**src/rtl/cache_access_sequencer_pkg.sv**
```systemverilog
// Shared types and defaults for the CPU-to-L1 access sequencer.
// State encoding, address split, timeout and strobe constants live here.
package cache_access_sequencer_pkg;

  typedef enum logic [2:0] {
    IDLE   = 3'd0,
    I_RD   = 3'd1,
    D_RD   = 3'd2,
    RMW_RD = 3'd3,
    D_WR   = 3'd4,
    RESP   = 3'd5
  } state_t;

  localparam logic [31:0] END_INST_DEFAULT = 32'h0001_1fd8;
  localparam int          TIMEOUT_DEFAULT  = 1024;
  localparam logic [3:0]  STRB_FULL        = 4'b1111;
  localparam logic [3:0]  STRB_NONE        = 4'b0000;

endpackage

```
**src/rtl/cache_access_sequencer_store_byte_merge.sv**
```systemverilog
// Byte-lane merge for sub-word stores: enabled lanes take the new word,
// the remaining lanes keep the word read back from L1D.
module store_byte_merge (
  input  logic [31:0] old_word,
  input  logic [31:0] new_word,
  input  logic [3:0]  strobe,
  output logic [31:0] merged_word
);

  always_comb begin
    merged_word = old_word;
    for (int i = 0; i < 4; i++) begin
      if (strobe[i]) merged_word[8*i +: 8] = new_word[8*i +: 8];
    end
  end

endmodule

```
**src/rtl/cache_access_sequencer.sv**
```systemverilog
// Routes rvsteel_core IO requests to L1I or L1D by address, turns sub-word
// stores into L1D read-modify-write, and answers each request with one pulse.
module cache_access_sequencer
  import cache_access_sequencer_pkg::*;
#(
  parameter logic [31:0] END_INST = END_INST_DEFAULT,
  parameter int          TIMEOUT  = TIMEOUT_DEFAULT
) (
  input  logic        clk,
  input  logic        rstn,
  input  logic [31:0] rw_address,
  input  logic        read_request,
  input  logic        write_request,
  input  logic [31:0] write_data,
  input  logic [3:0]  write_strobe,
  output logic [31:0] read_data,
  output logic        read_response,
  output logic        write_response,
  output logic [31:0] address_L1,
  output logic        read_C_L1I,
  input  logic [31:0] read_data_L1I_C,
  input  logic        ready_L1I_C,
  output logic        read_C_L1D,
  output logic        write_C_L1D,
  output logic [31:0] write_data_C_L1,
  input  logic [31:0] read_data_L1D_C,
  input  logic        ready_L1D_C,
  input  logic        write_response_L1D,
  output logic        illegal_write,
  output logic        timeout_err,
  output state_t      state_dbg
);

  localparam int CW = $clog2(TIMEOUT + 1);

  state_t        state, state_next;
  logic [CW-1:0] wait_cnt;
  logic [31:0]   addr_q, wr_word, merged_word;
  logic [3:0]    strb_q;
  logic          is_write, merged_q;
  logic          resp_busy, accept, accept_write, in_inst, waiting, cnt_expired;

  // CPU handshake: a request is a level held until its response pulse; the
  // pulse cycle itself must not re-accept the still-held request.
  assign resp_busy    = read_response | write_response;
  assign accept       = (read_request | write_request) & ~resp_busy;
  assign accept_write = write_request & ~resp_busy;
  assign in_inst      = (rw_address <= END_INST);
  assign cnt_expired  = (wait_cnt == CW'(TIMEOUT - 1));
  assign waiting      = (state == I_RD) || (state == D_RD) || (state == D_WR) ||
                        ((state == RMW_RD) && !merged_q);

  assign address_L1      = addr_q;
  assign write_data_C_L1 = wr_word;
  assign state_dbg       = state;

  store_byte_merge u_merge (
    .old_word    (read_data_L1D_C),
    .new_word    (wr_word),
    .strobe      (strb_q),
    .merged_word (merged_word)
  );

  always_ff @(posedge clk or negedge rstn) begin
    if (!rstn) state <= IDLE;
    else       state <= state_next;
  end

  always_comb begin
    state_next  = state;
    read_C_L1I  = 1'b0;
    read_C_L1D  = 1'b0;
    write_C_L1D = 1'b0;
    case (state)
      IDLE: begin
        if (accept_write) begin
          if (in_inst || (write_strobe == STRB_NONE)) state_next = RESP;
          else if (write_strobe == STRB_FULL)         state_next = D_WR;
          else                                        state_next = RMW_RD;
        end else if (accept) begin
          state_next = in_inst ? I_RD : D_RD;
        end
      end
      I_RD: begin
        read_C_L1I = 1'b1;
        if (ready_L1I_C || cnt_expired) state_next = RESP;
      end
      D_RD: begin
        read_C_L1D = 1'b1;
        if (ready_L1D_C || cnt_expired) state_next = RESP;
      end
      RMW_RD: begin
        // After the read returns, one idle cycle holds the registered merge.
        if (merged_q) begin
          state_next = D_WR;
        end else begin
          read_C_L1D = 1'b1;
          if (!ready_L1D_C && cnt_expired) state_next = RESP;
        end
      end
      D_WR: begin
        write_C_L1D = 1'b1;
        if (write_response_L1D || cnt_expired) state_next = RESP;
      end
      RESP:    state_next = IDLE;
      default: state_next = IDLE;
    endcase
  end

  always_ff @(posedge clk or negedge rstn) begin
    if (!rstn) begin
      wait_cnt       <= '0;
      addr_q         <= '0;
      wr_word        <= '0;
      strb_q         <= '0;
      is_write       <= 1'b0;
      merged_q       <= 1'b0;
      read_data      <= '0;
      read_response  <= 1'b0;
      write_response <= 1'b0;
      illegal_write  <= 1'b0;
      timeout_err    <= 1'b0;
    end else begin
      wait_cnt       <= (state_next != state) ? '0 : (waiting ? wait_cnt + CW'(1) : '0);
      read_response  <= (state == RESP) && !is_write;
      write_response <= (state == RESP) && is_write;
      case (state)
        IDLE: begin
          if (accept) begin
            addr_q   <= rw_address;
            wr_word  <= write_data;
            strb_q   <= write_strobe;
            is_write <= accept_write;
            merged_q <= 1'b0;
            if (accept_write && in_inst) illegal_write <= 1'b1;
          end
        end
        I_RD: begin
          if (ready_L1I_C) read_data <= read_data_L1I_C;
          else if (cnt_expired) begin
            read_data   <= '0;
            timeout_err <= 1'b1;
          end
        end
        D_RD: begin
          if (ready_L1D_C) read_data <= read_data_L1D_C;
          else if (cnt_expired) begin
            read_data   <= '0;
            timeout_err <= 1'b1;
          end
        end
        RMW_RD: begin
          if (!merged_q) begin
            if (ready_L1D_C) begin
              wr_word  <= merged_word;
              merged_q <= 1'b1;
            end else if (cnt_expired) begin
              timeout_err <= 1'b1;
            end
          end
        end
        D_WR: begin
          if (!write_response_L1D && cnt_expired) timeout_err <= 1'b1;
        end
        default: ;
      endcase
    end
  end

endmodule

```
**config.mk**
```make
export PLATFORM = sky130hd
export DESIGN_NAME = cache_access_sequencer
export DESIGN_NICKNAME = d
export VERILOG_FILES = /design/src/rtl/cache_access_sequencer_pkg.sv /design/src/rtl/cache_access_sequencer_store_byte_merge.sv /design/src/rtl/cache_access_sequencer.sv
export SDC_FILE = /design/constraint.sdc
export NUM_CORES = 1
export LEC_CHECK = 0
export ABC_CLOCK_PERIOD_IN_PS = 2100
export CELL_PAD_IN_SITES_DETAIL_PLACEMENT = 0
export CELL_PAD_IN_SITES_GLOBAL_PLACEMENT = 1
export CORE_MARGIN = 3
export CORE_UTILIZATION = 32
export CTS_CLUSTER_SIZE = 25
export DETAILED_ROUTE_END_ITERATION = 6
export PLACE_DENSITY = 0.91
export SLEW_MARGIN = 10
export SYNTH_ARGS = -nofsm -noshare
export SYNTH_HDL_FRONTEND = slang
export SYNTH_SLANG_ARGS = --single-unit
export TNS_END_PERCENT = 5
```
**constraint.sdc**
```tcl
create_clock -name clk -period 2.1 [get_ports clk]
set_input_delay 0.42 -clock clk [delete_from_list [all_inputs] [get_ports clk]]
set_output_delay 0.42 -clock clk [all_outputs]
set_load 0.03 [all_outputs]
```
# Word-level counts from Yosys, hierarchy flattened
# Cells that the tools add are included.
[word_totals]
ff_bits = 120
latch_bits = 0
ram_bits = 0
rom_bits = 0
out_inout_bits = 106
word_cells = 108
mem_count = 0
[classes]
add_sub_neg = 1
mul = 0
div_mod_pow = 0
n_lt_le_gt_ge = 1
n_eq_ne = 17
shifts = 0
n_mux = 39
n_bitwise = 5
n_reduce_logical = 30
[ops]
columns = ["operator", "n"]
rows = [
  ["two-way mux 32 bit", 6],
  ["case mux 32 bit (2 select lines)", 2],
  ["less-or-equal comparator 32 x 17 -> 1 bit (second input constant)", 1],
  ["two-way mux 8 bit", 4],
  ["two-way mux 3 bit", 9],
  ["two-way mux 11 bit", 2],
  ["AND reduction 5 bit", 4],
  ["inequality test 2 bit (second input constant)", 8],
  ["case mux 3 bit (5 select lines)", 1],
  ["adder 11 x 1 -> 11 bit (second input constant)", 1],
  ["== test 11 x 10 -> 1 bit (second input constant)", 1],
  ["two-way mux 1 bit", 11],
  ["logical OR 1 bit", 7],
  ["== test 3 x 2 -> 1 bit (second input constant)", 2],
  ["== test 3 bit (second input constant)", 2],
  ["logical AND 1 bit", 6],
  ["== test 4 bit (second input constant)", 1],
  ["zero test 1 bit", 4],
  ["zero test 4 bit", 1],
  ["case mux 1 bit (2 select lines)", 2],
  ["case mux 1 bit (4 select lines)", 1],
  ["AND reduction 2 bit", 2],
  ["AND reduction 4 bit", 1],
  ["nonzero test 2 bit", 2],
  ["10 further kinds", 12],
]

# Depth between registers and ports, before layout
# Gate-level depths: netlist of the first run.
[depth]
ltp_word = 8
depth_mapped = 8
depth_no_buf = 6

# Modules after synthesis
# Synthesis of the first run repeated with hierarchy kept, for this count alone.
[unflattened]
hier_cells = 536
hier_area_um2 = 6120.9
[by_module_without_submodules]
columns = ["mod", "n_inst", "cells_per_inst", "area_each_um2", "seq_area_each_um2"]
rows = [
  ["cache_access_sequencer", 1, 500, 5595.4, 3002.9],
  ["store_byte_merge", 1, 36, 525.5, 0.0],
]

# Worst setup path after synthesis of the first run
# No wires, ideal clock.
[synth_path]
path_type = "flip-flop to flip-flop"
start = "reg state[1] (netlist: state_dbg[1])"
end = "reg read_data[2]"
t_arrival_ns = 2.103
required_ns = 2.017
path_slack_ns = -0.085
path_stages_with_launch = 8
path_buffers = 3
cell_sequence = "dfrtp_1 buf_2 nor3b_2 and2_0 clkbuf_1 clkbuf_1 a22oi_1 o21ai_0"
[synth_between]
elab_chain_len = 2
[synth_rtl]
columns = ["item", "line_no", "rtl"]
rows = [
  ["from (decl)", "cache_access_sequencer.sv:36", "state_t state, state_next;"],
  ["from (signal assigned)", "cache_access_sequencer.sv:66", "else state <= state_next;"],
  ["== test 3 x 2 -> 1 bit / == test 3 x 1 -> 1 bit (equally long branches)", "cache_access_sequencer.sv:127", "case (state)"],
  ["case mux 32 bit (2 select lines) / nonzero test 2 bit (equally long branches)", "--", ""],
  ["to (signal assigned)", "cache_access_sequencer.sv:139", "if (ready_L1I_C) read_data <= read_data_L1I_C;"],
  ["to (signal assigned)", "cache_access_sequencer.sv:146", "if (ready_L1D_C) read_data <= read_data_L1D_C;"],
  ["to (decl)", "cache_access_sequencer.sv:16", "output logic [31:0] read_data,"],
]
# Several ways; a longest one is shown, not always the timed one.
# A chain may end at the register's enable or synchronous reset.

# Final worst setup path of the first run
[layout_path]
start = "reg state[1] (netlist: state_dbg[1])"
end = "out write_C_L1D"
[layout_between]
elab_chain_len = 2
[layout_rtl]
columns = ["item", "line_no", "rtl"]
rows = [
  ["== test 3 bit", "cache_access_sequencer.sv:74", "case (state)"],
  ["two-way mux 1 bit", "cache_access_sequencer.sv:74", ""],
  ["to (decl)", "cache_access_sequencer.sv:24", "output logic write_C_L1D,"],
]
# Every way passes these cells.

==> qor.txt, run 1 <==
Largest net degree at the start of global routing -> 121
# Max-Cap Violations -> 0
Register area share after synthesis -> 53.17%
Dpl hpwl -> 13.13 mm
Reg-to-reg slack, setup -> 110 ps
Top post-synthesis cells by area -> dfrtp_1 53%, mux2_2 17%, a22oi_1 4.3%
Synthesized area per cell -> 11.67 um^2
Cts hold-fix bufs -> 0
Static leakage -> 3.944 nW
Seq cells post-synth -> 120
Cell taking the most area after synthesis -> dfrtp_1
Die height -> 138.9 um
# rows -> 47
CTS max path bufs -> 2
Num CTS Buffers -> 17
Synth top area share -> 53.17%
Full die area -> 19280 um^2
Gr usage total -> 18.45%
Fmax -> 0.4882 GHz
Multi-input logic area -> 2420 um^2
Routed len/inst -> 17.43 um
Final hold slack -> 62.65 ps
Worst path slowest cell -> dfrtp_1
Share of cells above drive strength 1 -> 24.49%
Worst setup EP type -> primary output
Worst setup SP type -> register
CP cell instances -> nor2_1 > and2_1 > buf_4 > buf_12
Reg clk slew, reported paths -> 60 ps
Critical Path AT -> 1630 ps
Largest family of logic cells by synthesized area -> multiplexers
First-pass GRT wire length -> 28.53 mm
Outcome -> complete, no violations
Final hold vios -> 0
Hold Path Class -> in -> async
Post-synthesis mux area share -> 18.37%
Synth-to-layout area growth -> 66.24%
RSZ-0062 raised after global routing -> yes
Clk_skew -> 9.830 ps
WP buf/inv -> 2
Tightest Pin Transition -> 675.0 ps
Nets@finish -> 915
Num ports -> 245
Fin crit share -> 97.55%
Post-synth EDFFs -> 0
Synth cell types -> 50
Ys async rst share -> 100.0%
First-iteration detailed-routing DRC count -> 214
Clk Tree Root Cell -> clkbuf_16
# diodes -> 0
Final setup viols -> 0
Critical path's largest stage delay -> 420 ps
Yosys Warn Count -> 0
Total Wirelength -> 17.57 mm
Slew margin rel. -> 55.00%
IO Port Bufs -> 244
Slew Viols, Final -> 0
Antenna Nets Post-Route -> 0
Compound-Gate Fraction of Synth Area -> 14.00%
Via count -> 4962
Fill cell count -> 1477
Post-Synthesis Cells -> 484
Core Area -> 16940 um^2
Tot Pwr -> 14.88 mW
H-tree depth -> 4
WP data required -> 1680 ps
Post-DR vias/cell -> 4.923
Max Fanout on Critical Path -> 5
Clk_lat worst skew -> 420 ps
Vias in the first global route -> 5262
Remaining global-route overflow -> 0
Peak VDD IR -> 835.3 uV
Prevailing post-synth register cell -> dfrtp_1
Clock Sinks -> 120
Final min period -> 2048 ps
Synth Area in Simple Gates -> 8.219%
Gp weighted congestion -> 0.8290
Die Width -> 138.9 um
CTS tree -> built
# DRC -> 0
PwrDens -> 1585 nW/um^2
CP top delay family -> simple AND/OR/NAND/NOR gates
Initial antenna violation count -> 0
Post-Synth Adder-Cell Area -> 0.2215%
Starting Density -> 33.35%
Sequential standard cell area -> 3003 um^2
Setup CP Type -> reg -> out
Syn Nets -> 624
TritonRoute pass-1 iters -> 4
Mapped Area -> 5648 um^2
Xor/xnor cell area share of the yosys netlist -> 1.241%
cell usage after synthesis, types with 6 or more instances:
cell type and count:
dfrtp_1 120, nand2_1 11, a21oi_1 16, a211oi_1 11, clkbuf_1 10, inv_1 36, mux2_2 85, nor2_1 22
mux2i_1 8, a22oi_1 32, buf_2 15, nor3_1 6, o21ai_0 37
power by group:
part	total, mW	leakage, nW	switching (mW)	internal, mW
Clock	2.81	0.268	1.16	1.65
Combinational	8.11	2.22	4.32	3.80
Sequential	3.95	1.46	0.574	3.38
Total	14.9	3.94	6.05	8.83
metal layers:
metal	GRT usage, %	share of wire, %	routed length (um)	vias to the layer above
met4	5.767	1.9	326	0
met1	22.64	42	7343	2422
met2	30.58	49	8674	149
met5	0	0	0	-
li1	-	-	-	2365
met3	6.552	7.0	1223	26
path summary, 6_finish.rpt:
| path | startpoint | cells after the start | endpoint |
|---|---|---|---|
| setup reg to reg | state_dbg[1]$_DFF_PN0_ | 6 | wait_cnt[4]$_DFF_PN0_ |
| max in group asynchronous | rstn | 2 | write_data_C_L1[4]$_DFFE_PN0P_ |
| setup / recovery | state_dbg[1]$_DFF_PN0_ | 4 | write_C_L1D |
| hold / removal | rstn | 2 | address_L1[10]$_DFFE_PN0P_ |
| hold reg to reg | is_write$_DFFE_PN0P_ | 1 | read_response$_DFF_PN0_ |
| min in group clk | is_write$_DFFE_PN0P_ | 1 | read_response$_DFF_PN0_ |
cell usage in the layout (no fill, tap or decap), types with 3 or more instances in the layout:
cell type,n
a211oi_1,11
a21oi_1,15
a22oi_1,32
a31oi_1,3
and2_1,3
and3_1,5
buf_12,11
buf_4,46
clkbuf_16,17
clkdlybuf4s50_1,237
clkinvlp_4,4
dfrtp_1,120
inv_1,36
inv_6,7
mux2_2,85
mux2i_1,8
nand2_1,9
nand3_1,5
nand4_1,5
nor2_1,22
nor3_1,6
nor4_1,5
o21ai_0,37
o22ai_2,3
xnor2_1,3
xor2_1,5
sequential cells by signal (all words and copies together), names as in the netlist:
register         cells
merged_q             1
write_response       1
is_write             1
wait_cnt            11
illegal_write        1
strb_q               4
read_response        1
read_data           32
timeout_err          1
address_L1          32
state_dbg            3
write_data_C_L1     32
area by class of cell:
class,count,area share [%]
multi-input cells,301,25.77
inverters,36,1.439
flip-flops and latches,120,31.98
repair buffers,299,31.85
well taps,220,2.932
clock buffers,17,4.531
clock inverters,15,1.493
per-stage QoR:
| step | std cells | cell area [um^2] | utilization, % | worst slack (ps) | setup TNS [ps] |
|---|---|---|---|---|---|
| CTS | 1008 | 9368 | 55.31 | 9.614 | 0 |
| detailed placement | 976 | 8801 | 51.97 | -344.2 | -12910 |
| floorplan | 484 | 5654 | - | -25.91 | -61.31 |
| finish | 1008 | 9389 | 55.44 | 51.54 | 0 |
| global placement | 976 | 8801 | 51.97 | -229.7 | -10980 |
| global route | 1008 | 9389 | 55.44 | -18.96 | -19.67 |
kinds of logic (layout without fill, tap and decap cells):
| group | after synthesis | after routing |
|---|---|---|
| flops | 120 | 120 |
| compound gates | 117 | 117 |
| mux | 93 | 93 |
| simple gates | 82 | 82 |
| buf+inv | 63 | 367 |
| xor+xnor | 8 | 8 |
| fa+ha+maj | 1 | 1 |
what timing repair did:
item                                    4_1_cts  5_1_grt
endpoints found under the setup margin        3       21
hold endpoints to repair                      0        0
gates resized for setup                       3        6
setup buffers                                 0        0
No activity file was read; power rests on OpenSTA's default activity.
==> inputs of run 2 (changes only) <==
Settings changed: ABC_CLOCK_PERIOD_IN_PS 2100 to default, CORE_MARGIN 3 to 2, CTS_CLUSTER_DIAMETER from default to 60.
==> qor.txt, run 2 (synthesized netlist as in run 1, its figures left out) <==
Outcome -> complete, no violations
Die Width -> 136.9 um
CTS tree -> built
Clk_skew -> 11.55 ps
Num ports -> 245
Slew margin rel. -> 60.26%
CTS max path bufs -> 2
Total Wirelength -> 17.57 mm
Critical Path AT -> 1620 ps
Antenna Nets Post-Route -> 0
Synth-to-layout area growth -> 66.81%
Clock Sinks -> 120
Commonest non-fill, non-tap cell in the layout -> clkdlybuf4s50_1
WP data required -> 1680 ps
RSZ-0062 raised after global routing -> yes
Final min period -> 2040 ps
First-pass GRT wire length -> 26.95 mm
Multi-input logic area -> 2430 um^2
Remaining global-route overflow -> 0
Gp weighted congestion -> 0.8020
Largest net degree at the start of global routing -> 54
Reg clk slew, reported paths -> 60 ps
# diodes -> 0
Num CTS Buffers -> 17
Die height -> 136.9 um
Tightest Pin Transition -> 596.1 ps
# Max-Cap Violations -> 0
Core Area -> 17300 um^2
IO Port Bufs -> 244
# rows -> 48
Hold Path Class -> in -> async
Nets@finish -> 909
Peak VDD IR -> 788.7 uV
H-tree depth -> 4
# DRC -> 0
First-iteration detailed-routing DRC count -> 201
Critical path's largest stage delay -> 430 ps
Dpl hpwl -> 13.01 mm
Initial antenna violation count -> 0
Final hold vios -> 0
Gr usage total -> 18.83%
Static leakage -> 3.951 nW
Setup CP Type -> reg -> out
Via count -> 4951
Commonest non-fill, non-tap cells in the layout -> 237 x clkdlybuf4s50_1, 118 x dfrtp_1, 85 x mux2_2, 42 x buf_4, 37 x o21ai_0
Post-DR vias/cell -> 4.917
PwrDens -> 1615 nW/um^2
Share of cells above drive strength 1 -> 24.30%
Starting Density -> 32.65%
Fill cell count -> 1538
Worst setup EP type -> primary output
Full die area -> 18730 um^2
Max Fanout on Critical Path -> 5
Fmax -> 0.4903 GHz
Clk Tree Root Cell -> clkbuf_16
TritonRoute pass-1 iters -> 4
Routed len/inst -> 17.45 um
Fin crit share -> 97.13%
Final setup viols -> 0
CP cell instances -> buf_4 > nand2b_2 > a21oi_2 > buf_4
Worst setup SP type -> register
Clk_lat worst skew -> 410 ps
Sequential standard cell area -> 3005 um^2
Worst path slowest cell -> dfrtp_1
Core Util, Final -> 54.47%
Crit-path most repeated cell -> buf_4
Final hold slack -> 396.0 ps
Slew Viols, Final -> 0
Vias in the first global route -> 5133
[run 2: where the power goes]
group          internal, mW  switching, mW  total (mW)
logic                  3.71           4.32        8.03
clock network          2.16           1.05        3.22
registers              3.39          0.583        3.97
total                  9.27           5.95        15.2
[run 2: area by class of cell]
type	instances	share of cell area [%]
inverter	36	1.434
tap	225	2.988
multi-input combinational	301	25.79
timing repair buffer	293	30.94
sequential	120	31.90
clock inverter	12	2.098
clock buffer	20	4.847
[run 2: final timing paths]
check                                       startpoint                             end  slack [ps]  cells past startpoint
min in group clk                  is_write$_DFFE_PN0P_         read_response$_DFF_PN0_         440                      1
worst max register to register  state_dbg[1]$_DFF_PN0_           wait_cnt[0]$_DFF_PN0_          90                      6
worst min register to register    is_write$_DFFE_PN0P_         read_response$_DFF_PN0_         440                      1
worst min-delay path                              rstn      address_L1[13]$_DFFE_PN0P_         400                      2
max in group asynchronous                         rstn  write_data_C_L1[6]$_DFFE_PN0P_        1130                      3
worst max-delay path            state_dbg[2]$_DFF_PN0_                      read_C_L1D          60                      4
[run 2: critical path: cells and delay by family (launching register included)]
kind / cells / cell delay, ps
AOI/OAI and AO/OA: 1 / 180
buffers and inverters: 2 / 370
DFF: 1 / 430
and+or+nand+nor: 1 / 220
[run 2: repair_timing]
action | 4_1_cts | 5_1_grt
setup endpoints to repair | 6 | 45
resized for setup | 7 | 7
setup buffers | 0 | 2
cloned | 0 | 0
hold buffers | 1 | 0
endpoints found under the hold margin | 10 | 0
pin swaps | 1 | 1
[run 2: routing by layer]
layer	GRT usage, %	wire (um)	vias to the layer above
met5	0	0	-
met4	6.701	376	0
met3	5.074	964	27
met2	32.06	9017	153
met1	22.96	7216	2439
li1	-	-	2332
[run 2: per-stage QoR]
stage               setup TNS (ps)  power [mW]  cells  cell area, um^2  setup slack (ps)
finish                           0       15.22   1007             9422             60.34
detailed placement          -19090       12.01    972             8715            -310.2
floorplan                   -61.31       8.488    484             5654            -25.91
CTS                              0       15.33   1005             9384             2.379
global route                -81.90       16.03   1007             9422            -20.96
global placement            -13340       11.86    972             8715            -206.1
==> inputs of run 3 (changes only) <==
Settings changed: RECOVER_POWER from default to 25.
==> qor.txt, run 3 (synthesized netlist as in run 1, its figures left out) <==
Outcome -> complete, no violations
Peak VDD IR -> 788.7 uV
First-iteration detailed-routing DRC count -> 201
Finished Layout Cells -> 1007
Static leakage -> 3.948 nW
Fin crit share -> 97.13%
Num ports -> 245
Nets@finish -> 909
WP data required -> 1680 ps
Gr usage total -> 18.83%
PwrDens -> 1616 nW/um^2
Worst setup EP type -> primary output
Final min period -> 2040 ps
Setup CP Type -> reg -> out
Remaining global-route overflow -> 0
Clk_skew -> 11.55 ps
Max Fanout on Critical Path -> 5
Crit-path most repeated cell -> buf_4
Core Area -> 17300 um^2
Worst Reg-to-Reg Cells -> 6
Min-Delay Path Depth -> 1
# diodes -> 0
WP buf/inv -> 2
Final hold vios -> 0
Reg-to-reg slack, setup -> 90 ps
Critical Path Stages -> 4
Via count -> 4951
# DRC -> 0
Antenna Nets Post-Route -> 0
# rows -> 48
Starting Density -> 32.65%
Hold Path Class -> reg -> reg
Commonest non-fill, non-tap cell in the layout -> clkdlybuf4s50_1
Die height -> 136.9 um
Total Wirelength -> 17.57 mm
Initial antenna violation count -> 0
Final setup viols -> 0
Worst path slowest cell -> dfrtp_1
Fill cell count -> 1540
RSZ-0062 raised after global routing -> yes
Routed len/inst -> 17.45 um
Critical Path AT -> 1620 ps
H-tree depth -> 4
Gp weighted congestion -> 0.8020
CP cell instances -> buf_4 > nand2b_2 > a21oi_2 > buf_4
CTS max path bufs -> 2
Core Util, Final -> 54.45%
Largest net degree at the start of global routing -> 54
Die Width -> 136.9 um
CTS tree -> built
Share of cells above drive strength 1 -> 24.17%
First-pass GRT wire length -> 26.95 mm
Commonest non-fill, non-tap cells in the layout -> 237 x clkdlybuf4s50_1, 118 x dfrtp_1, 85 x mux2_2, 41 x buf_4, 37 x o21ai_0
IO Port Bufs -> 244
Synth-to-layout area growth -> 66.75%
Dpl hpwl -> 13.01 mm
Critical path's largest stage delay -> 430 ps
Slew Viols, Final -> 0
Full die area -> 18730 um^2
Tightest Pin Transition -> 838.5 ps
Clk_lat worst skew -> 410 ps
Slew margin rel. -> 44.10%
Post-DR vias/cell -> 4.917
Num CTS Buffers -> 17
CP top delay family -> flip-flops
Reg clk slew, reported paths -> 50 ps
TritonRoute pass-1 iters -> 4
Fmax -> 0.4903 GHz
# Max-Cap Violations -> 0
Worst setup SP type -> register
Clk Tree Root Cell -> clkbuf_16
Vias in the first global route -> 5133
Placed Cells -> 972
Clock Sinks -> 120
[run 3: worst paths after layout]
path                                        startpoint                              to
worst max-delay path            state_dbg[2]$_DFF_PN0_                      read_C_L1D
worst min-delay path              is_write$_DFFE_PN0P_         read_response$_DFF_PN0_
worst max register to register  state_dbg[1]$_DFF_PN0_           wait_cnt[0]$_DFF_PN0_
worst min register to register    is_write$_DFFE_PN0P_         read_response$_DFF_PN0_
max in group asynchronous                         rstn  write_data_C_L1[6]$_DFFE_PN0P_
min in group asynchronous                         rstn      address_L1[13]$_DFFE_PN0P_
[run 3: final cells by class]
| class | instances | area, um^2 | share of cell area, % |
|---|---|---|---|
| timing repair buffer | 293 | 2912 | 30.92 |
| multi-input combinational | 301 | 2430 | 25.80 |
| sequential | 120 | 3005 | 31.91 |
| inverter | 36 | 135.1 | 1.435 |
| clock buffer | 20 | 456.7 | 4.849 |
| clock inverter | 12 | 197.7 | 2.099 |
| tap | 225 | 281.5 | 2.989 |
[run 3: routing by layer]
| metal | vias to the layer above | GRT usage [%] | wire, um | part of all wire (%) |
|---|---|---|---|---|
| met5 | - | 0 | 0 | 0 |
| met1 | 2439 | 22.96 | 7216 | 41 |
| met3 | 27 | 5.074 | 964 | 5.5 |
| met2 | 153 | 32.06 | 9015 | 51 |
| li1 | 2332 | - | - | - |
| met4 | 0 | 6.701 | 376 | 2.1 |
[run 3: where the power goes]
| part | internal, mW | switching (mW) | leakage, nW | total [mW] |
|---|---|---|---|---|
| Combinational | 3.71 | 4.32 | 2.17 | 8.03 |
| Sequential | 3.39 | 0.583 | 1.46 | 3.97 |
| Clock | 2.16 | 1.05 | 0.316 | 3.22 |
| Total | 9.26 | 5.95 | 3.95 | 15.2 |
[run 3: metrics by stage]
stage / total power [mW] / hold WS, ps / area (um^2) / setup TNS, ps / setup slack, ps
3_3_place_gp: 11.86 / 286.1 / 8715 / -13340 / -206.1
2_1_floorplan: 8.488 / 124.4 / 5654 / -61.31 / -25.91
6_report: 15.22 / 438.0 / 9418 / 0 / 60.34
3_5_place_dp: 12.01 / 282.5 / 8715 / -19090 / -310.2
4_1_cts: 15.33 / 384.4 / 9384 / 0 / 2.379
5_1_grt: 16.03 / 460.1 / 9418 / -81.90 / -20.96
[run 3: what timing repair did]
item	4_1_cts	5_1_grt
buffers inserted	0	2
cloned	0	0
hold buffers	1	0
pin swaps	1	1
gates resized for setup	7	7
endpoints found under the setup margin	6	45
hold endpoints to repair	10	0
